==> config.mk <==
export PLATFORM = sky130hd
export DESIGN_NAME = fifo_reader
export DESIGN_NICKNAME = d
export VERILOG_FILES = /design/src/rtl/fifo_pkg.sv /design/src/rtl/skid_buf2.sv /design/src/rtl/fifo_reader.sv
export SDC_FILE = /design/constraint.sdc
export NUM_CORES = 1
export LEC_CHECK = 0
export CAP_MARGIN = 20
export CORE_ASPECT_RATIO = 1.75
export CORE_UTILIZATION = 45
export DETAILED_ROUTE_END_ITERATION = 8
export PLACE_DENSITY_LB_ADDON = 0.08
export SLEW_MARGIN = 20
export SYNTH_ARGS = -nofsm -noshare
export SYNTH_HDL_FRONTEND = slang
export SYNTH_SLANG_ARGS = --single-unit
==> constraint.sdc <==
create_clock -name clk -period 5.4 [get_ports clk]
set_input_delay 1.08 -clock clk [delete_from_list [all_inputs] [get_ports clk]]
set_output_delay 1.08 -clock clk [all_outputs]
set_load 0.05 [all_outputs]
==> src/rtl/fifo_pkg.sv <==
// fifo_pkg: definitions shared by fifo_reader and its buffer.
//   DATA_WIDTH_DEF        default word width of the reader datapath
//   ST_IDLE/ST_RUN/ST_FLUSH  2-bit FSM state codes of fifo_reader
package fifo_pkg;

  localparam int DATA_WIDTH_DEF = 32;

  localparam logic [1:0] ST_IDLE  = 2'd0;
  localparam logic [1:0] ST_RUN   = 2'd1;
  localparam logic [1:0] ST_FLUSH = 2'd2;

endpackage

==> src/rtl/skid_buf2.sv <==
// skid_buf2: 2-entry in-order buffer with simultaneous write and read.
//   clk, reset  clock, synchronous active-high reset
//   wr, wdata   write wdata at the tail
//   rd          pop the head entry (ignored when empty)
//   rdata       head entry (entry 0)
//   count       occupied entries, 0..2
module skid_buf2 #(
  parameter int W = 32
) (
  input  logic         clk,
  input  logic         reset,
  input  logic         wr,
  input  logic [W-1:0] wdata,
  input  logic         rd,
  output logic [W-1:0] rdata,
  output logic [1:0]   count
);

  logic [1:0][W-1:0] mem_q, mem_d;
  logic [1:0]        cnt_q, cnt_d;
  logic [1:0]        base;   // occupancy after the read, i.e. the write slot
  logic              do_wr;

  always_comb begin
    mem_d = mem_q;
    base  = cnt_q;
    // Read shifts entry 1 into the head before the write lands, so a
    // simultaneous read+write keeps the order intact.
    if (rd && cnt_q != 2'd0) begin
      mem_d[0] = mem_q[1];
      base     = cnt_q - 2'd1;
    end
    do_wr = wr && (base != 2'd2);
    if (do_wr) mem_d[base[0]] = wdata;
    cnt_d = base + {1'b0, do_wr};
  end

  always_ff @(posedge clk) begin
    if (reset) begin
      mem_q <= '0;
      cnt_q <= 2'd0;
    end else begin
      mem_q <= mem_d;
      cnt_q <= cnt_d;
    end
  end

  assign rdata = mem_q[0];
  assign count = cnt_q;

endmodule

==> src/rtl/fifo_reader.sv <==
// fifo_reader: drains an upstream FIFO (1-cycle read latency) into a
// valid/ready output stream through a 2-entry buffer.
//   clk, reset           clock, synchronous active-high reset
//   drain_en             run enable; low requests a graceful stop (FLUSH)
//   empty, data_out      upstream FIFO flag and read data
//   pop                  upstream pop request
//   out_valid/out_ready  output handshake, out_data is the buffer head
//   busy                 high in RUN or FLUSH
//   word_cnt             wrapping count of delivered words
module fifo_reader
  import fifo_pkg::*;
#(
  parameter int DATA_WIDTH = DATA_WIDTH_DEF
) (
  input  logic                  clk,
  input  logic                  reset,
  input  logic                  drain_en,
  input  logic                  empty,
  input  logic [DATA_WIDTH-1:0] data_out,
  output logic                  pop,
  output logic                  out_valid,
  output logic [DATA_WIDTH-1:0] out_data,
  input  logic                  out_ready,
  output logic                  busy,
  output logic [31:0]           word_cnt
);

  logic [1:0]  state_q, state_d;
  logic        inflight_q, inflight_d;
  logic [31:0] word_cnt_q, word_cnt_d;
  logic [1:0]  held;
  logic        transfer;
  logic [2:0]  occ;

  skid_buf2 #(.W(DATA_WIDTH)) u_buf (
    .clk   (clk),
    .reset (reset),
    .wr    (inflight_q),
    .wdata (data_out),
    .rd    (transfer),
    .rdata (out_data),
    .count (held)
  );

  assign out_valid = (held != 2'd0);
  assign transfer  = out_valid && out_ready;

  // Slots committed next cycle: buffered + returning read - leaving word.
  // Popping only while this is below 2 keeps the buffer from overflowing.
  assign occ = {1'b0, held} + {2'b0, inflight_q} - {2'b0, transfer};
  assign pop = (state_q == ST_RUN) && !empty && (occ < 3'd2);

  assign busy     = (state_q == ST_RUN) || (state_q == ST_FLUSH);
  assign word_cnt = word_cnt_q;

  always_comb begin
    state_d    = state_q;
    inflight_d = pop;
    word_cnt_d = word_cnt_q + {31'd0, transfer};
    case (state_q)
      ST_IDLE:  if (drain_en) state_d = ST_RUN;
      ST_RUN:   if (!drain_en) state_d = ST_FLUSH;
      ST_FLUSH: begin
        if (drain_en)                              state_d = ST_RUN;
        else if (held == 2'd0 && !inflight_q)      state_d = ST_IDLE;
      end
      default:  state_d = ST_IDLE;
    endcase
  end

  always_ff @(posedge clk) begin
    if (reset) begin
      state_q    <= ST_IDLE;
      inflight_q <= 1'b0;
      word_cnt_q <= 32'd0;
    end else begin
      state_q    <= state_d;
      inflight_q <= inflight_d;
      word_cnt_q <= word_cnt_d;
    end
  end

endmodule

==> flow_metrics.py <==
metrics = {
    "worst_setup_path": {
        "cp.required_ns": 4.32,
        "timing.rr.end": "word_cnt[28]",
        "crit_path_start_kind": "input pin",
        "crit_fanout": 3,
        "path_class": "in -> out",
        "path_cells": "clkdlybuf4s50_1 > nand2b_2 > inv_1 > ha_1 > nor2b_2 > clkinv_1 > fa_1 > xor2_1 > nor3_2 > buf_12",
        "cp_slowest_cell": "clkdlybuf4s50_1",
        "rr_worst_depth": 10,
        "cp_num_buf_inv": 4,
        "critPathMaxStageDelay_ns": 0.49,
        "worstPathArrival_ns": 3.24,
        "crit_family": "buffers and inverters",
        "crit_path_end_kind": "output pin",
        "reg2reg_slack_ns": 2.37,
        "timing.rr.start": "u_buf.count[1]",
    },
    "yosys": {
        "yosysSeqAreaShare": 0.4406,
        "synth_top_area_share": 0.4406,
        "synth_top_family_by_area": "simple AND/OR/NAND/NOR gates",
        "yosysTopAreaCell": "dfxtp_1",
        "synthMostInstantiatedCell": "dfxtp_1",
        "ys_warn_count": 0,
        "avgSynthCellArea_um2": 8.643,
        "syn_nets": 578,
        "synthFlopType": "dfxtp_1",
        "ys_types": 44,
        "synthSimpleGateAreaFrac": 0.1949,
        "syn-cell-area_mm2": 0.004589,
        "synth_xor_area_frac": 0.02481,
        "synth_cells": 531,
        "synth_compound_area_frac": 0.1412,
        "synth_area_leaders": "dfxtp_1, mux2i_1, nand2_1",
        "async_reset_ff_frac": 0,
        "synthTopCellsByCount": "dfxtp_1, nand2_1, a21oi_1",
        "synthAdderAreaFrac": 0.02890,
        "synth_edf_count": 0,
        "synthMuxAreaShare": 0.07715,
        "ys_seq_elements": 101,
    },
    "detailed_routing": {
        "drt_iter0_drc": 214,
        "wire_per_inst_um": 14.10,
        "vias": 3795,
        "antenna_left": 0,
        "dr.pass1.iters": 4,
        "wl_um": 10050,
        "drcViolationCount": 0,
        "vias_per_cell": 5.323,
    },
    "layout": {
        "stdcell_area_mm2": 0.005724,
        "nets": 630,
        "drive_gt1_frac": 0.05612,
        "num_antenna_cells": 0,
        "syn_to_final_growth_pct": 24.73,
    },
    "place": {
        "placed_cell_area_mm2": 0.005443,
        "hpwl_um": 6596,
        "port_buffers": 103,
        "place_congestion": 0.7501,
    },
    "global_route": {
        "grt_antenna_before_repair": 0,
        "grt_pass1_wl_um": 16420,
        "grt-ovfl-total": 0,
        "grt_pass1_vias": 3559,
        "grt_usage": 0.1952,
        "grt_max_degree": 105,
    },
    "clock_tree": {
        "clock-root-buffer": "clkbuf_16",
        "clk_latency_ns": 0.34,
        "htreeDepth": 3,
        "hold_buffers": 0,
        "tritoncts": "built",
        "numCtsBuffers": 9,
        "postCtsSetupRepairBufs": 0,
        "cts_sinks": 101,
        "clk_path_buf_depth": 2,
        "cts.clk_slew.worst_paths_ns": 0.07,
        "post_cts_resized": 0,
    },
    "flow_run": {
        "drv_cap": 0,
    },
    "sta": {
        "finalSetupViolations": 0,
        "final_max_slew_viol_count": 0,
        "setup_tns_ns": 0,
        "period_minus_slack_ns": 4.317,
        "finalHoldViolations": 0,
        "fin_crit_sh": 0.7994,
        "worst-slew-pin-transition_ns": 1.046,
        "rsz0062_at_grt": "no",
        "clock.fmax_mhz": 231.6,
        "slew_headroom": 0.3027,
        "fin_skew_ns": 0.008528,
    },
    "status": {
        "status": "finished clean",
    },
    "power_and_ir_drop": {
        "power_frac_clock": 0.309,
        "p_int_mw": 1.307,
        "power_density_mw_per_mm2": 340.6,
        "p_switching_mw": 0.6424,
        "sw_frac_of_total": 0.3295,
        "seqPwrFrac": 0.423,
        "p_leak_nw": 2.120,
        "peakVddDrop_mv": 0.2483,
        "pwr-share-comb": 0.268,
    },
    "die": {
        "fp.dieW_um": 78.34,
        "start_util": 0.4631,
        "core_mm2": 0.009910,
        "rows": 48,
        "num_io_pins": 104,
        "fp.dieH_um": 135.6,
        "die-area_mm2": 0.01062,
    },
    "min_path": {
        "worstHoldPathType": "reg -> reg",
        "hp-start": "u_buf.mem_q[33]",
        "hold_end": "u_buf.mem_q[33]",
        "hold_depth": 2,
    },
}
-- power groups by stage --
stage | clock [mW] | sequential, mW | combinational (mW)
after floorplan | 0 | 0.844 | 0.400
after global placement | 0 | 0.841 | 0.518
after detailed placement | 0 | 0.842 | 0.525
after CTS | 0.616 | 0.825 | 0.527
after global routing | 0.641 | 0.831 | 0.560
final | 0.602 | 0.825 | 0.523
-- flip-flops by register name, summed over array words and instances, names as in the netlist --
signal	flops
word_cnt	32
inflight_q	1
state_q	2
u_buf.mem_q	32
u_buf.rdata	32
u_buf.count	2
-- through the flow --
| step | power, mW | hold slack [ns] | setup WS, ns | utilization | instances |
|---|---|---|---|---|---|
| 2_1_floorplan | 1.244 | 0.4357 | 0.1860 | - | 531 |
| 3_3_place_gp | 1.359 | 0.4409 | 1.143 | 0.5492 | 697 |
| 3_5_place_dp | 1.367 | 0.4463 | 1.073 | 0.5492 | 697 |
| 4_1_cts | 1.968 | 0.4556 | 1.071 | 0.5769 | 713 |
| 5_1_grt | 2.032 | 0.4707 | 0.9388 | 0.5777 | 713 |
| 6_report | 1.950 | 0.4524 | 1.083 | 0.5777 | 713 |
-- per-layer routing --
metal,GRT usage,vias to the layer above,share of wire
li1,-,1919,-
met1,0.2158,1777,0.41
met2,0.3523,88,0.53
met3,0.04377,11,0.044
met4,0.08436,0,0.017
met5,0,-,0
-- cell families (layout without fill, tap and decap cells) --
group,Yosys count,count (layout)
buf+inv,78,135
simple gates,189,189
mux,35,35
compound gates,105,105
flops,101,101
xor+xnor,13,13
fa+ha+maj,10,10
-- final cells by class --
class,count,area [um2]
clock buffer,9,225.2
clock inverter,7,48.80
fill,930,4185
inverter,13,48.80
multi-input combinational,352,2162
sequential,101,2022
tap,125,156.4
timing repair buffer,106,1061
-- worst max path at each step --
stage	from	endpoint	slack, ns	depth (start not counted)
after floorplan	out_ready	pop	0.19	12
after global placement	out_ready	pop	1.14	10
after detailed placement	out_ready	pop	1.07	10
after CTS	out_ready	pop	1.07	10
after global routing	out_ready	pop	0.94	10
final	out_ready	pop	1.08	10
-- layout by cell type, fill, tap and decap left out, drive strengths merged, types with 2 or more instances in the layout --
| cell type | instances |
|---|---|
| mux2i | 32 |
| xor2 | 3 |
| ha | 9 |
| mux2 | 3 |
| o31ai | 9 |
| inv | 14 |
| nand2 | 75 |
| xnor2 | 10 |
| nand3 | 10 |
| clkinv | 5 |
| buf | 5 |
| or3 | 8 |
| clkbuf | 9 |
| dfxtp | 101 |
| nor3 | 5 |
| o21ai | 5 |
| a211oi | 32 |
| nor2 | 50 |
| or4 | 10 |
| nand2b | 3 |
| clkdlybuf4s50 | 101 |
| and3 | 3 |
| o311ai | 2 |
| nand4 | 8 |
| nor2b | 6 |
| nor4 | 6 |
| a21oi | 53 |
-- worst register-to-register path: cells and delay by family (launching register included) --
family	cells	cell delay (ns)
AOI/OAI and AO/OA	1	0.14
adders and majority gates	3	0.62
buffers and inverters	2	0.15
DFF	1	0.46
and+or+nand+nor	4	1.58
Note: power is estimated with default switching activity, not from simulation.
